`src/rtl/video_timing_pkg.sv`:
```
// Shared video timing types: supported modes, sequencer states, the ten-field
// N-1 encoded timing set and the per-mode timing rows.
package video_timing_pkg;

  localparam int TIMING_W = 12;

  typedef enum logic [1:0] {
    MODE_640x480  = 2'd0,
    MODE_800x600  = 2'd1,
    MODE_1280x720 = 2'd2
  } video_mode_e;

  typedef enum logic [1:0] {
    ST_RUN        = 2'd0,
    ST_WAIT_FRAME = 2'd1,
    ST_HOLD       = 2'd2,
    ST_BLANKING   = 2'd3
  } seq_state_e;

  typedef struct packed {
    logic [TIMING_W-1:0] h_active;
    logic [TIMING_W-1:0] h_front_porch;
    logic [TIMING_W-1:0] h_sync_length;
    logic [TIMING_W-1:0] h_back_porch;
    logic [TIMING_W-1:0] h_total;
    logic [TIMING_W-1:0] v_active;
    logic [TIMING_W-1:0] v_front_porch;
    logic [TIMING_W-1:0] v_sync_length;
    logic [TIMING_W-1:0] v_back_porch;
    logic [TIMING_W-1:0] v_total;
  } timing_set_t;

  localparam timing_set_t TIMING_640x480 = '{
    12'd639,  12'd15,  12'd95,  12'd47,  12'd799,
    12'd479,  12'd9,   12'd1,   12'd32,  12'd524
  };

  localparam timing_set_t TIMING_800x600 = '{
    12'd799,  12'd39,  12'd127, 12'd87,  12'd1055,
    12'd599,  12'd0,   12'd3,   12'd22,  12'd627
  };

  localparam timing_set_t TIMING_1280x720 = '{
    12'd1279, 12'd109, 12'd39,  12'd219, 12'd1649,
    12'd719,  12'd4,   12'd4,   12'd19,  12'd749
  };

  // Reset-time lookup; the illegal code falls back to the 640x480 row.
  function automatic timing_set_t mode_timing(input logic [1:0] sel);
    timing_set_t t;
    case (sel)
      2'd0:    t = TIMING_640x480;
      2'd1:    t = TIMING_800x600;
      2'd2:    t = TIMING_1280x720;
      default: t = TIMING_640x480;
    endcase
    return t;
  endfunction

endpackage

```
`src/rtl/video_mode_sequencer_if.sv`:
```
// Control and timing-generator facing signals of the video mode sequencer.
// The sequencer uses the slave modport; the controlling side uses master.
interface video_mode_sequencer_if;
  import video_timing_pkg::*;

  logic                mode_req_valid;
  logic [1:0]          mode_req_sel;
  logic                mode_req_ready;
  logic                frame_start;
  logic                timing_enable;
  logic                blank;
  logic [1:0]          mode_active;
  logic                mode_locked;
  logic                err_bad_mode;
  logic [TIMING_W-1:0] h_active;
  logic [TIMING_W-1:0] h_front_porch;
  logic [TIMING_W-1:0] h_sync_length;
  logic [TIMING_W-1:0] h_back_porch;
  logic [TIMING_W-1:0] h_total;
  logic [TIMING_W-1:0] v_active;
  logic [TIMING_W-1:0] v_front_porch;
  logic [TIMING_W-1:0] v_sync_length;
  logic [TIMING_W-1:0] v_back_porch;
  logic [TIMING_W-1:0] v_total;

  modport master (
    output mode_req_valid, mode_req_sel, frame_start,
    input  mode_req_ready, timing_enable, blank, mode_active, mode_locked, err_bad_mode,
    input  h_active, h_front_porch, h_sync_length, h_back_porch, h_total,
    input  v_active, v_front_porch, v_sync_length, v_back_porch, v_total
  );

  modport slave (
    input  mode_req_valid, mode_req_sel, frame_start,
    output mode_req_ready, timing_enable, blank, mode_active, mode_locked, err_bad_mode,
    output h_active, h_front_porch, h_sync_length, h_back_porch, h_total,
    output v_active, v_front_porch, v_sync_length, v_back_porch, v_total
  );

endinterface

```
`src/rtl/video_mode_rom.sv`:
```
// Combinational mode table: maps a 2-bit mode select to its timing set and
// flags whether the select names a supported mode.
module video_mode_rom
  import video_timing_pkg::*;
(
  input  logic [1:0]  sel,
  output timing_set_t timing,
  output logic        legal
);

  // Table lookup; code 3 is reported illegal and returns a harmless row.
  always_comb begin
    timing = TIMING_640x480;
    legal  = 1'b0;
    case (sel)
      2'd0: begin
        timing = TIMING_640x480;
        legal  = 1'b1;
      end
      2'd1: begin
        timing = TIMING_800x600;
        legal  = 1'b1;
      end
      2'd2: begin
        timing = TIMING_1280x720;
        legal  = 1'b1;
      end
      default: begin
        timing = TIMING_640x480;
        legal  = 1'b0;
      end
    endcase
  end

endmodule

```
`src/rtl/video_mode_sequencer.sv`:
```
// Sequences video mode changes: wait for a frame boundary, freeze the timing
// generator while the new timing set loads, then blank for a few frames.
module video_mode_sequencer
  import video_timing_pkg::*;
#(
  parameter int DEFAULT_MODE  = 0,
  parameter int SETTLE_CYCLES = 16,
  parameter int BLANK_FRAMES  = 2,
  parameter int FRAME_TIMEOUT = 2097151
) (
  input logic                   pixel_clock,
  input logic                   reset,
  video_mode_sequencer_if.slave vif
);

  localparam logic [1:0]  DEF_MODE    = 2'(DEFAULT_MODE);
  localparam timing_set_t DEF_TIMING  = mode_timing(DEF_MODE);
  localparam logic [15:0] SETTLE_LAST = 16'(SETTLE_CYCLES - 1);
  localparam logic [15:0] FRAMES_LAST = 16'(BLANK_FRAMES - 1);
  localparam logic [20:0] TMO_LAST    = 21'(FRAME_TIMEOUT - 1);

  seq_state_e  state, next_state;
  logic [1:0]  pending, pending_next;
  logic [1:0]  active_mode, active_mode_next;
  timing_set_t timing, timing_next;
  logic [20:0] tmo_cnt, tmo_cnt_next;
  logic [15:0] settle_cnt, settle_cnt_next;
  logic [15:0] frame_cnt, frame_cnt_next;
  logic        err_next;

  logic        req_ready;
  logic        enable;
  logic        blank;
  logic        locked;
  logic        err_bad;

  logic [1:0]  rom_sel;
  timing_set_t rom_timing;
  logic        rom_legal;

  // In RUN the ROM validates the incoming request, otherwise it serves the pending mode.
  assign rom_sel = (state == ST_RUN) ? vif.mode_req_sel : pending;

  video_mode_rom u_rom (
    .sel    (rom_sel),
    .timing (rom_timing),
    .legal  (rom_legal)
  );

  // Next-state and next-register computation; counters restart at zero on any state change.
  always_comb begin
    next_state       = state;
    pending_next     = pending;
    active_mode_next = active_mode;
    timing_next      = timing;
    tmo_cnt_next     = 21'd0;
    settle_cnt_next  = 16'd0;
    frame_cnt_next   = 16'd0;
    err_next         = 1'b0;

    case (state)
      ST_RUN: begin
        if (vif.mode_req_valid) begin
          if (!rom_legal) begin
            err_next = 1'b1;
          end else if (vif.mode_req_sel != active_mode) begin
            pending_next = vif.mode_req_sel;
            next_state   = ST_WAIT_FRAME;
          end else begin
            next_state = ST_RUN;
          end
        end else begin
          next_state = ST_RUN;
        end
      end

      ST_WAIT_FRAME: begin
        if (vif.frame_start || (tmo_cnt == TMO_LAST)) begin
          next_state = ST_HOLD;
        end else begin
          tmo_cnt_next = tmo_cnt + 21'd1;
        end
      end

      ST_HOLD: begin
        // Load one cycle after entry, while the generator is already frozen.
        if (settle_cnt == 16'd0) begin
          active_mode_next = pending;
          timing_next      = rom_timing;
        end else begin
          active_mode_next = active_mode;
        end
        if (settle_cnt == SETTLE_LAST) begin
          next_state = ST_BLANKING;
        end else begin
          settle_cnt_next = settle_cnt + 16'd1;
        end
      end

      ST_BLANKING: begin
        if (vif.frame_start) begin
          if (frame_cnt == FRAMES_LAST) begin
            next_state = ST_RUN;
          end else begin
            frame_cnt_next = frame_cnt + 16'd1;
          end
        end else begin
          frame_cnt_next = frame_cnt;
        end
      end

      default: begin
        next_state = ST_HOLD;
      end
    endcase
  end

  // State, counters and registered outputs; outputs are decoded from next_state.
  always_ff @(posedge pixel_clock or posedge reset) begin
    if (reset) begin
      state       <= ST_HOLD;
      pending     <= DEF_MODE;
      active_mode <= DEF_MODE;
      timing      <= DEF_TIMING;
      tmo_cnt     <= 21'd0;
      settle_cnt  <= 16'd0;
      frame_cnt   <= 16'd0;
      req_ready   <= 1'b0;
      enable      <= 1'b0;
      blank       <= 1'b1;
      locked      <= 1'b0;
      err_bad     <= 1'b0;
    end else begin
      state       <= next_state;
      pending     <= pending_next;
      active_mode <= active_mode_next;
      timing      <= timing_next;
      tmo_cnt     <= tmo_cnt_next;
      settle_cnt  <= settle_cnt_next;
      frame_cnt   <= frame_cnt_next;
      req_ready   <= (next_state == ST_RUN);
      enable      <= (next_state != ST_HOLD);
      blank       <= (next_state != ST_RUN);
      locked      <= (next_state == ST_RUN);
      err_bad     <= err_next;
    end
  end

  assign vif.mode_req_ready = req_ready;
  assign vif.timing_enable  = enable;
  assign vif.blank          = blank;
  assign vif.mode_active    = active_mode;
  assign vif.mode_locked    = locked;
  assign vif.err_bad_mode   = err_bad;
  assign vif.h_active       = timing.h_active;
  assign vif.h_front_porch  = timing.h_front_porch;
  assign vif.h_sync_length  = timing.h_sync_length;
  assign vif.h_back_porch   = timing.h_back_porch;
  assign vif.h_total        = timing.h_total;
  assign vif.v_active       = timing.v_active;
  assign vif.v_front_porch  = timing.v_front_porch;
  assign vif.v_sync_length  = timing.v_sync_length;
  assign vif.v_back_porch   = timing.v_back_porch;
  assign vif.v_total        = timing.v_total;

endmodule

```
`src/flat_wrapper.sv`:
```
// flat-port wrapper written by rule: the top's interface ports become plain ports
module video_mode_sequencer_flat import video_timing_pkg::*;
#(
  parameter int DEFAULT_MODE  = 0,
  parameter int SETTLE_CYCLES = 16,
  parameter int BLANK_FRAMES  = 2,
  parameter int FRAME_TIMEOUT = 2097151
)
  (pixel_clock, reset, vif_mode_req_valid, vif_mode_req_sel, vif_frame_start, vif_mode_req_ready, vif_timing_enable, vif_blank, vif_mode_active, vif_mode_locked, vif_err_bad_mode, vif_h_active, vif_h_front_porch, vif_h_sync_length, vif_h_back_porch, vif_h_total, vif_v_active, vif_v_front_porch, vif_v_sync_length, vif_v_back_porch, vif_v_total);
  video_mode_sequencer_if vif_i ();
  input logic pixel_clock;
  input logic reset;
  input wire logic [$bits(vif_i.mode_req_valid)-1:0] vif_mode_req_valid;
  input wire logic [$bits(vif_i.mode_req_sel)-1:0] vif_mode_req_sel;
  input wire logic [$bits(vif_i.frame_start)-1:0] vif_frame_start;
  output wire logic [$bits(vif_i.mode_req_ready)-1:0] vif_mode_req_ready;
  output wire logic [$bits(vif_i.timing_enable)-1:0] vif_timing_enable;
  output wire logic [$bits(vif_i.blank)-1:0] vif_blank;
  output wire logic [$bits(vif_i.mode_active)-1:0] vif_mode_active;
  output wire logic [$bits(vif_i.mode_locked)-1:0] vif_mode_locked;
  output wire logic [$bits(vif_i.err_bad_mode)-1:0] vif_err_bad_mode;
  output wire logic [$bits(vif_i.h_active)-1:0] vif_h_active;
  output wire logic [$bits(vif_i.h_front_porch)-1:0] vif_h_front_porch;
  output wire logic [$bits(vif_i.h_sync_length)-1:0] vif_h_sync_length;
  output wire logic [$bits(vif_i.h_back_porch)-1:0] vif_h_back_porch;
  output wire logic [$bits(vif_i.h_total)-1:0] vif_h_total;
  output wire logic [$bits(vif_i.v_active)-1:0] vif_v_active;
  output wire logic [$bits(vif_i.v_front_porch)-1:0] vif_v_front_porch;
  output wire logic [$bits(vif_i.v_sync_length)-1:0] vif_v_sync_length;
  output wire logic [$bits(vif_i.v_back_porch)-1:0] vif_v_back_porch;
  output wire logic [$bits(vif_i.v_total)-1:0] vif_v_total;
  assign vif_i.mode_req_valid = vif_mode_req_valid;
  assign vif_i.mode_req_sel = vif_mode_req_sel;
  assign vif_i.frame_start = vif_frame_start;
  assign vif_mode_req_ready = vif_i.mode_req_ready;
  assign vif_timing_enable = vif_i.timing_enable;
  assign vif_blank = vif_i.blank;
  assign vif_mode_active = vif_i.mode_active;
  assign vif_mode_locked = vif_i.mode_locked;
  assign vif_err_bad_mode = vif_i.err_bad_mode;
  assign vif_h_active = vif_i.h_active;
  assign vif_h_front_porch = vif_i.h_front_porch;
  assign vif_h_sync_length = vif_i.h_sync_length;
  assign vif_h_back_porch = vif_i.h_back_porch;
  assign vif_h_total = vif_i.h_total;
  assign vif_v_active = vif_i.v_active;
  assign vif_v_front_porch = vif_i.v_front_porch;
  assign vif_v_sync_length = vif_i.v_sync_length;
  assign vif_v_back_porch = vif_i.v_back_porch;
  assign vif_v_total = vif_i.v_total;
  video_mode_sequencer #(.DEFAULT_MODE(DEFAULT_MODE), .SETTLE_CYCLES(SETTLE_CYCLES), .BLANK_FRAMES(BLANK_FRAMES), .FRAME_TIMEOUT(FRAME_TIMEOUT)) u_core (.pixel_clock(pixel_clock), .reset(reset), .vif(vif_i));
endmodule
```
`config.mk`:
```
export PLATFORM = sky130hd
export DESIGN_NAME = video_mode_sequencer_flat
export DESIGN_NICKNAME = d
export VERILOG_FILES = /design/src/rtl/video_timing_pkg.sv /design/src/rtl/video_mode_sequencer_if.sv /design/src/rtl/video_mode_rom.sv /design/src/rtl/video_mode_sequencer.sv /design/src/flat_wrapper.sv
export SDC_FILE = /design/constraint.sdc
export NUM_CORES = 1
export LEC_CHECK = 0
export BUFFER_PORTS_ARGS = -buffer_cell sky130_fd_sc_hd__buf_2
export CAP_MARGIN = 20
export CORE_MARGIN = 2
export CORE_UTILIZATION = 35
export CTS_BUF_LIST = sky130_fd_sc_hd__clkbuf_4
export DETAILED_ROUTE_END_ITERATION = 16
export PLACE_DENSITY = 0.65
export SKIP_CTS_REPAIR_TIMING = 1
export SYNTH_ARGS = -nofsm -noshare
export SYNTH_HDL_FRONTEND = slang
export SYNTH_SLANG_ARGS = --single-unit
```
`constraint.sdc`:
```
create_clock -name pixel_clock -period 3.7 [get_ports pixel_clock]
set_input_delay 0.185 -clock pixel_clock [delete_from_list [all_inputs] [get_ports pixel_clock]]
set_output_delay 0.185 -clock pixel_clock [all_outputs]
set_load 0.005 [all_outputs]
```
Yosys cells after proc, flatten, opt, wreduce, memory -nomap -nowiden:

Index checks and enable logic that the tools add are counted.

* flip-flop bits (word level): 183
* bits of input ports: 6
* logic and storage cells: 64

* add/subtract/negate cells: 3
* equality and inequality tests: 11
* multiplexer cells: 21
* reductions and logical operators: 9

Operators with widths (number)
* one-hot mux 119 bit (2 select lines): 1
* two-way mux 16 bit: 5
* two-way mux 21 bit: 2
* adder 16 x 1 -> 16 bit, second input constant: 2
* adder 21 x 1 -> 21 bit, second input constant: 1
* equality test 21 bit, second input constant: 1
* equality test 16 x 1 -> 1 bit, second input constant: 1
* equality test 16 x 4 -> 1 bit, second input constant: 1
* logical NOT 16 bit: 1
* two-way mux 2 bit: 7
* one-hot mux 2 bit (4 select lines): 1
* equality test 2 bit, second input constant: 3
* logical NOT 2 bit: 3
* two-way mux 1 bit: 5
* equality test 2 x 1 -> 1 bit, second input constant: 2
* != test 2 bit, second input constant: 2
* AND reduction 4 bit: 1
* OR reduction 3 bit: 1
* != test 2 bit: 1
* AND reduction 2 bit: 1
* nonzero test 2 bit: 1
* logical OR 1 bit: 1

Logic depth before layout (Yosys ltp):

Gate-level depths: netlist of the first run.

* word-level depth: 9
* gate-level depth with buffers: 8
* depth with buffers taken out: 7

Cells and area by module:

From an unflattened synthesis of the first run, not the netlist that was laid out.

* cells, all modules: 712
* area total of the unflattened synthesis: 8627.0 um2

Modules (own cells, without submodules)
* video_mode_sequencer: instances 1, cells each 585, area an instance 7678.6 um2, sequential area each 4638.2 um2
* video_mode_rom: instances 1, cells each 127, area an instance 948.4 um2, sequential area each 0.0 um2

Worst setup path after synthesis of the first run:

Ideal clock, no wire load.

* path type: register to register
* from: register u_core.state[1]
* to: register u_core.pending[0]
* setup time: 125 ps
* arrival time: 2193 ps
* setup slack: 1382 ps
* stages on the path, launching flop included: 9
* path buffers: 1
* clock period less this slack: 2318 ps
* cell sequence: dfstp_2 > clkbuf_1 > nor2_1 > mux2i_1 > inv_1 > ha_1 > nor4b_1 > o21ai_0 > mux2_2

* word-level cells in the longest chain between the ends: 6
* elaborated cells on any way between the ends: 8
* those cells by class: eq/ne: 2; mux: 2; reduce/logical: 4

RTL lines
* start, declared: RTL line video_mode_sequencer.sv:22 `seq_state_e state, next_state;`
* start signal, assigned: RTL line video_mode_sequencer.sv:134 `state <= next_state;`
* logical NOT 2 bit *: RTL line video_mode_sequencer.sv:42, video_mode_sequencer.sv:61
* two-way mux 2 bit: RTL line video_mode_sequencer.sv:42 `assign rom_sel = (state == ST_RUN) ? vif.mode_req_sel : pending;`
* equality test 2 bit, or another cell as far along: RTL line video_mode_rom.sv:15 `case (sel)`
* OR reduction 3 bit (no line)
* two-way mux 1 bit: RTL line video_mode_rom.sv:15
* AND reduction 4 bit (no line) *
* end signal, assigned: RTL line video_mode_sequencer.sv:135 `pending <= pending_next;`
* end, declared: RTL line video_mode_sequencer.sv:23 `logic [1:0] pending, pending_next;`

Every way passes the cells marked *; elsewhere a longest branch is shown, timed or not.
A chain may end at the register's enable or synchronous reset.

Worst setup path after layout of the first run:

* from: register u_core.state[0]
* to: register u_core.pending[0]

Same word-level chain as after synthesis.

==> impl_metrics.tcl, run 1 <==
set metrics [dict create \
    clk_pin_slew_ns 0.12 \
    p_clk_share_pct 21.8 \
    portBuffers 64 \
    internal-power_uw 1420 \
    h-tree-depth 3 \
    chipWidth_microns 115 \
    hold_path_class "in -> reg" \
    drv_cap 0 \
    fmax_mhz 388 \
    ys_top_cells_by_area "dfrtp_1 37%, buf_4 20%, xnor2_1 4.2%, nor2_1 4.1%, xor2_1 3.4%" \
    layout_commonest_cell "conb_1" \
    period_share_pct 69.7 \
    timing.final.hold_violations 0 \
    status "finished, final reports clean" \
    coreArea_sq_um 12100 \
    tightest_slew_ns 0.947 \
    rsz0062_at_grt "no" \
    ys_seq_area_share_pct 39.8 \
    cts.sinks 69 \
    track_usage_pct 10.9 \
    cts_tree "yes" \
    die_area_sq_um 13300 \
    firstDrtPassIters 4 \
    ys_ff_latch 69 \
    fin_crit_ns 2.58 \
    diodes 0 \
    rows 40 \
    syn_inst 458 \
    final_nets 497 \
    p_leak_uw 0.00200 \
    ys_warn_count 0 \
    cts_buffers 9 \
    swShare_pct 34.6 \
    power.switching_uw 754 \
    p_comb_share_pct 33.1 \
    worstSetupStartpointType "flop" \
    synth_area_sq_um 4350 \
    grt_pass1_wl_microns 11700 \
    gr-usage-met3_pct 3.14 \
    ir_drop_uv 167 \
    vias 2927 \
    setup_viol 0 \
    synth_enable_flop_cells 0 \
    ios 133 \
    wl_per_cell_microns 11.3 \
    antenna_found_initial 0 \
    top_usage_layer "met2" \
    grt_use_met1_pct 13.9 \
    skew_ns 0.0219 \
    nFillCells 1193 \
    clockBufferDepth 2 \
    vias_per_cell 4.48 \
    synth_flop_cell "dfrtp_1" \
    gp_congestion 0.796 \
    synth_top_area_cell "dfrtp_1" \
    worst-path-max-fanout 9 \
    seq_power_share_pct 45.1 \
    grt_overflow_total 0 \
    clkLatencyLatePin_ns 0.42 \
    pwr_density_cell_nw_per_um2 493 \
    ant_nets 0 \
    syn_to_final_growth_pct 1.38 \
    grt_max_degree 49 \
    drc 0 \
    required_ns 4.01 \
    synth_top_area_share_pct 36.8 \
    synth.avg_cell_area_sq_um 9.50 \
    timing_worst_setup_path_type "reg -> reg" \
    final_cell_mix "68 x conb_1, 64 x buf_2, 64 x dfrtp_1" \
    ff2ff_setup_slack_ns 1.12 \
    die_h_microns 115 \
    synthArstFlopShare_pct 100 \
    root_buffer "clkbuf_4" \
    grt_pass1_vias 2538 \
    setup-tns-final_ns 0 \
    hpwl_microns 5400 \
    post-route-util_pct 36.6 \
    drive_gt1_share_pct 20.2 \
    grtUsageMet2_pct 18.2 \
    initial_core_util_pct 36.1 \
    ys_types 49 \
    wl_microns 7370 \
    critPathArrivalTime_ns 2.89 \
    drt_iter0_drc 145 \
    slew_violations 0 \
    slew_headroom_pct 36.7 \
    crit_path_end_kind "flop" \
]
worst paths after layout:
path                                                        from  cells after the start                           endpoint
worst max-delay path                   u_core.state[0]$_DFF_PP0_                      7      u_core.pending[0]$_DFFE_PP0P_
worst min-delay path                          vif_mode_req_valid                      2  u_core.vif.err_bad_mode$_DFF_PP0_
worst max register to register         u_core.state[0]$_DFF_PP0_                      7      u_core.pending[0]$_DFFE_PP0P_
worst min register to register  u_core.frame_cnt[15]$_DFFE_PP0P_                      1   u_core.frame_cnt[15]$_DFFE_PP0P_
max in group asynchronous                                  reset                      5    u_core.frame_cnt[6]$_DFFE_PP0P_
min in group asynchronous                                  reset                      3       u_core.tmo_cnt[19]$_DFF_PP0_
power groups by stage:
stage	Clock (uW)	Combinational, uW	Sequential [uW]
finish	475	720	981
global route	525	819	1000
CTS	494	730	982
detailed placement	0	728	997
global placement	0	727	986
floorplan	0	735	976
final cells by class:
type | instances | area (sq um) | share of cell area, %
well taps | 168 | 210 | 4.77
multi-input cells | 315 | 1900 | 43.2
clock inverters | 5 | 51.3 | 1.16
inverters | 17 | 63.8 | 1.45
flip-flops and latches | 69 | 1730 | 39.3
repair buffers | 68 | 365 | 8.29
clock buffers | 11 | 82.6 | 1.87
metrics by stage:
stage          setup WS, ns  area (sq um)  std cells  total power [uW]  hold slack [ns]
2_1_floorplan          1.38          4600        524              1710            0.336
3_3_place_gp           1.33          4250        635              1710            0.483
3_5_place_dp           1.10          4250        635              1720            0.483
4_1_cts                1.09          4380        651              2210           0.0110
5_1_grt               0.913          4410        653              2350           0.0192
6_report               1.12          4410        653              2180           0.0304
synthesized netlist by cell type, types with 4 or more instances:
cell type and n:
nor3_1 8, and3_1 8, nor4_1 9, xnor2_1 21, ha_1 11, mux2i_1 4, buf_4 115, xor2_1 17
dfstp_2 5, nand4_1 19, or3_1 6, nor2_1 47, clkbuf_1 5, mux2_1 5, and4_1 5, nand2_1 18
a21oi_1 8, o21ai_0 8, or4_1 5, dfrtp_1 64, nand3_1 12, inv_1 17
registers in the layout (all words and copies together) (netlist names):
name                       flops
u_core.vif.v_front_porch       2
u_core.vif.v_active            1
u_core.vif.err_bad_mode        1
u_core.settle_cnt             16
u_core.vif.timing_enable       1
u_core.vif.mode_req_ready      1
u_core.vif.mode_active         2
u_core.state                   2
u_core.vif.v_sync_length       2
u_core.vif.h_back_porch        1
u_core.pending                 2
u_core.frame_cnt              16
u_core.vif.blank               1
u_core.tmo_cnt                21
cells by family after synthesis:
group	synth area share, %
adders and majority gates	3.16
and+or+nand+nor	19.0
other	0.173
xor gates and xnor gates	7.65
AOI/OAI and AO/OA	5.12
buffers and inverters	22.1
DFF	39.8
muxes	2.99
worst max-delay path, cell delays in order, from the launching register on:
cell     delay, ns
dfrtp_1       0.48
nor2_1        0.35
mux2i_1       0.35
inv_1         0.13
ha_1          0.23
nor4b_1       0.28
o21ai_0       0.31
mux2_2        0.35
per-layer routing:
metal | vias to the layer above | wire [microns]
met4 | 0 | 84
met3 | 11 | 367
met5 | - | 0
met1 | 1404 | 3320
met2 | 88 | 3600
li1 | 1424 | -
(Power assumes the default switching activity.)
==> run 2, diff against run 1 <==
- clock period: 3.7 -> 2.4 ns (I/O delays scaled with it)
==> run 2 against run 1 <==
Register-to-register slack got worse by 0.86 ns. Setup slack worse by 0.86 ns. Clock power is 69% higher. Count of clock-buffer cells in the layout fell by 2. Non-clock buffer count up 7. Maximum frequency grew 21%. Via count shrank 0.24%. Power up 60%. Sequential power up 52%. Utilization increased by 0.63 points. First-iteration DRC count grew 57%.
==> impl_metrics.tcl, run 2 (synthesized netlist as in run 1, its figures left out) <==
set metrics [dict create \
    status "finished, final reports clean" \
    grt_overflow_total 0 \
    pre_cts_slack_ns 0.0810 \
    wl_microns 7620 \
    initial_core_util_pct 36.1 \
    p_leak_uw 0.00202 \
    cts_buffers 9 \
    hpwl_microns 5530 \
    h-tree-depth 3 \
    vias 2920 \
    critPathArrivalTime_ns 2.47 \
    tightest_slew_ns 0.569 \
    gp_congestion 0.799 \
    clk_pin_slew_ns 0.14 \
    root_buffer "clkbuf_4" \
    setup-tns-final_ns 0 \
    layout_setup_ws_ns 0.261 \
    hold_path_class "in -> reg" \
    grt_pass1_vias 2604 \
    portBuffers 64 \
    cts_tree "yes" \
    clkLatencyLatePin_ns 0.43 \
    worstSetupStartpointType "flop" \
    wl_per_cell_microns 11.6 \
    ir_drop_uv 309 \
    diodes 0 \
    ios 133 \
    timing.final.hold_violations 0 \
    final_cells 660 \
    drt_iter0_drc 227 \
    cts.sinks 69 \
    coreArea_sq_um 12100 \
    top_regs "u_core.tmo_cnt x21, u_core.frame_cnt x16, u_core.settle_cnt x16" \
    ant_nets 0 \
    antenna_found_initial 0 \
    period_share_pct 89.1 \
    worst-path-max-fanout 5 \
    grt_max_degree 46 \
    slew_violations 0 \
    firstDrtPassIters 4 \
    rows 40 \
    top_usage_layer "met2" \
    timing_worst_setup_path_type "reg -> reg" \
    regMostFlops "u_core.tmo_cnt" \
    fin_crit_ns 2.14 \
    slew_headroom_pct 62.0 \
    final_cell_mix "68 x conb_1, 64 x buf_2, 64 x dfrtp_1" \
    required_ns 2.73 \
    grt_use_met1_pct 14.7 \
    gr-usage-met3_pct 3.71 \
    chipWidth_microns 115 \
    rsz0062_at_grt "no" \
    largest_reg_flops 21 \
    crit_path_end_kind "flop" \
    placed_cells 640 \
    drc 0 \
    drive_gt1_share_pct 21.3 \
    setup_viol 0 \
    vias_per_cell 4.42 \
    grtUsageMet2_pct 18.5 \
    drv_cap 0 \
    track_usage_pct 11.5 \
    die_area_sq_um 13300 \
    clockBufferDepth 2 \
    syn_to_final_growth_pct 3.14 \
    skew_ns 0.0256 \
    layout_commonest_cell "conb_1" \
    final_nets 504 \
    fmax_mhz 468 \
    pwr_density_cell_nw_per_um2 775 \
    die_h_microns 115 \
    grt_pass1_wl_microns 12300 \
]
-- run 2: cell types whose count changed in the layout (fill, tap and decap cells not counted), sizes merged --
cell         delta
clkinv          -4
inv             +4
dlygate4sd3     +3
buf             +4
clkbuf          -2
clkinvlp        +2
-- run 2: area by class of cell --
class                      count  area, sq um
tap                          168          210
clock buffer                   9         67.6
sequential                    69         1730
multi-input combinational    315         1910
fill                        1188         7580
inverter                      17         63.8
timing repair buffer          75          425
clock inverter                 7         80.1
-- run 2: worst max-delay path, cell delays in order, from the launching register on --
cell and delay (ns):
dfrtp_1 0.41, nor2_2 0.21, mux2_2 0.41, ha_1 0.20, nor4b_1 0.28, o21ai_1 0.22, mux2_2 0.31
-- run 2: layer usage --
layer	up-vias	wire length [microns]	share of wire, %
met4	0	87	1.1
met5	-	0	0
met3	11	391	5.1
met1	1394	3460	45
met2	82	3690	48
li1	1433	-	-
-- run 2: final timing paths --
kind | startpoint | endpoint | slack [ns] | depth (start not counted)
min in group asynchronous | reset | u_core.tmo_cnt[10]$_DFF_PP0_ | 0.29 | 3
max reg2reg | u_core.state[0]$_DFF_PP0_ | u_core.pending[0]$_DFFE_PP0P_ | 0.26 | 6
min reg2reg | u_core.frame_cnt[15]$_DFFE_PP0P_ | u_core.frame_cnt[15]$_DFFE_PP0P_ | 0.52 | 1
max in group asynchronous | reset | u_core.vif.v_front_porch[0]$_DFFE_PP1P_ | 1.44 | 4
min | vif_frame_start | u_core.state[1]$_DFF_PP1_ | 0.07 | 4
max | u_core.state[0]$_DFF_PP0_ | u_core.pending[0]$_DFFE_PP0P_ | 0.26 | 6
-- run 2: power by group --
| part | leakage [uW] | switching (uW) | total, uW | internal [uW] |
|---|---|---|---|---|
| registers | 0.000927 | 154 | 1490 | 1340 |
| clock network | 0.0000740 | 473 | 804 | 331 |
| logic | 0.00102 | 623 | 1180 | 560 |
| total | 0.00202 | 1250 | 3480 | 2230 |
-- run 2: per-stage QoR --
step / power (uW) / hold slack, ns / area, sq um / utilization [%]
detailed placement: 2710 / 0.213 / 4300 / 35.6
finish: 3480 / 0.0735 / 4490 / 37.2
CTS: 3520 / -0.265 / 4440 / 36.8
global route: 3770 / 0.0378 / 4490 / 37.2
global placement: 2680 / 0.205 / 4300 / 35.6
floorplan: 2640 / 0.271 / 4600 / -
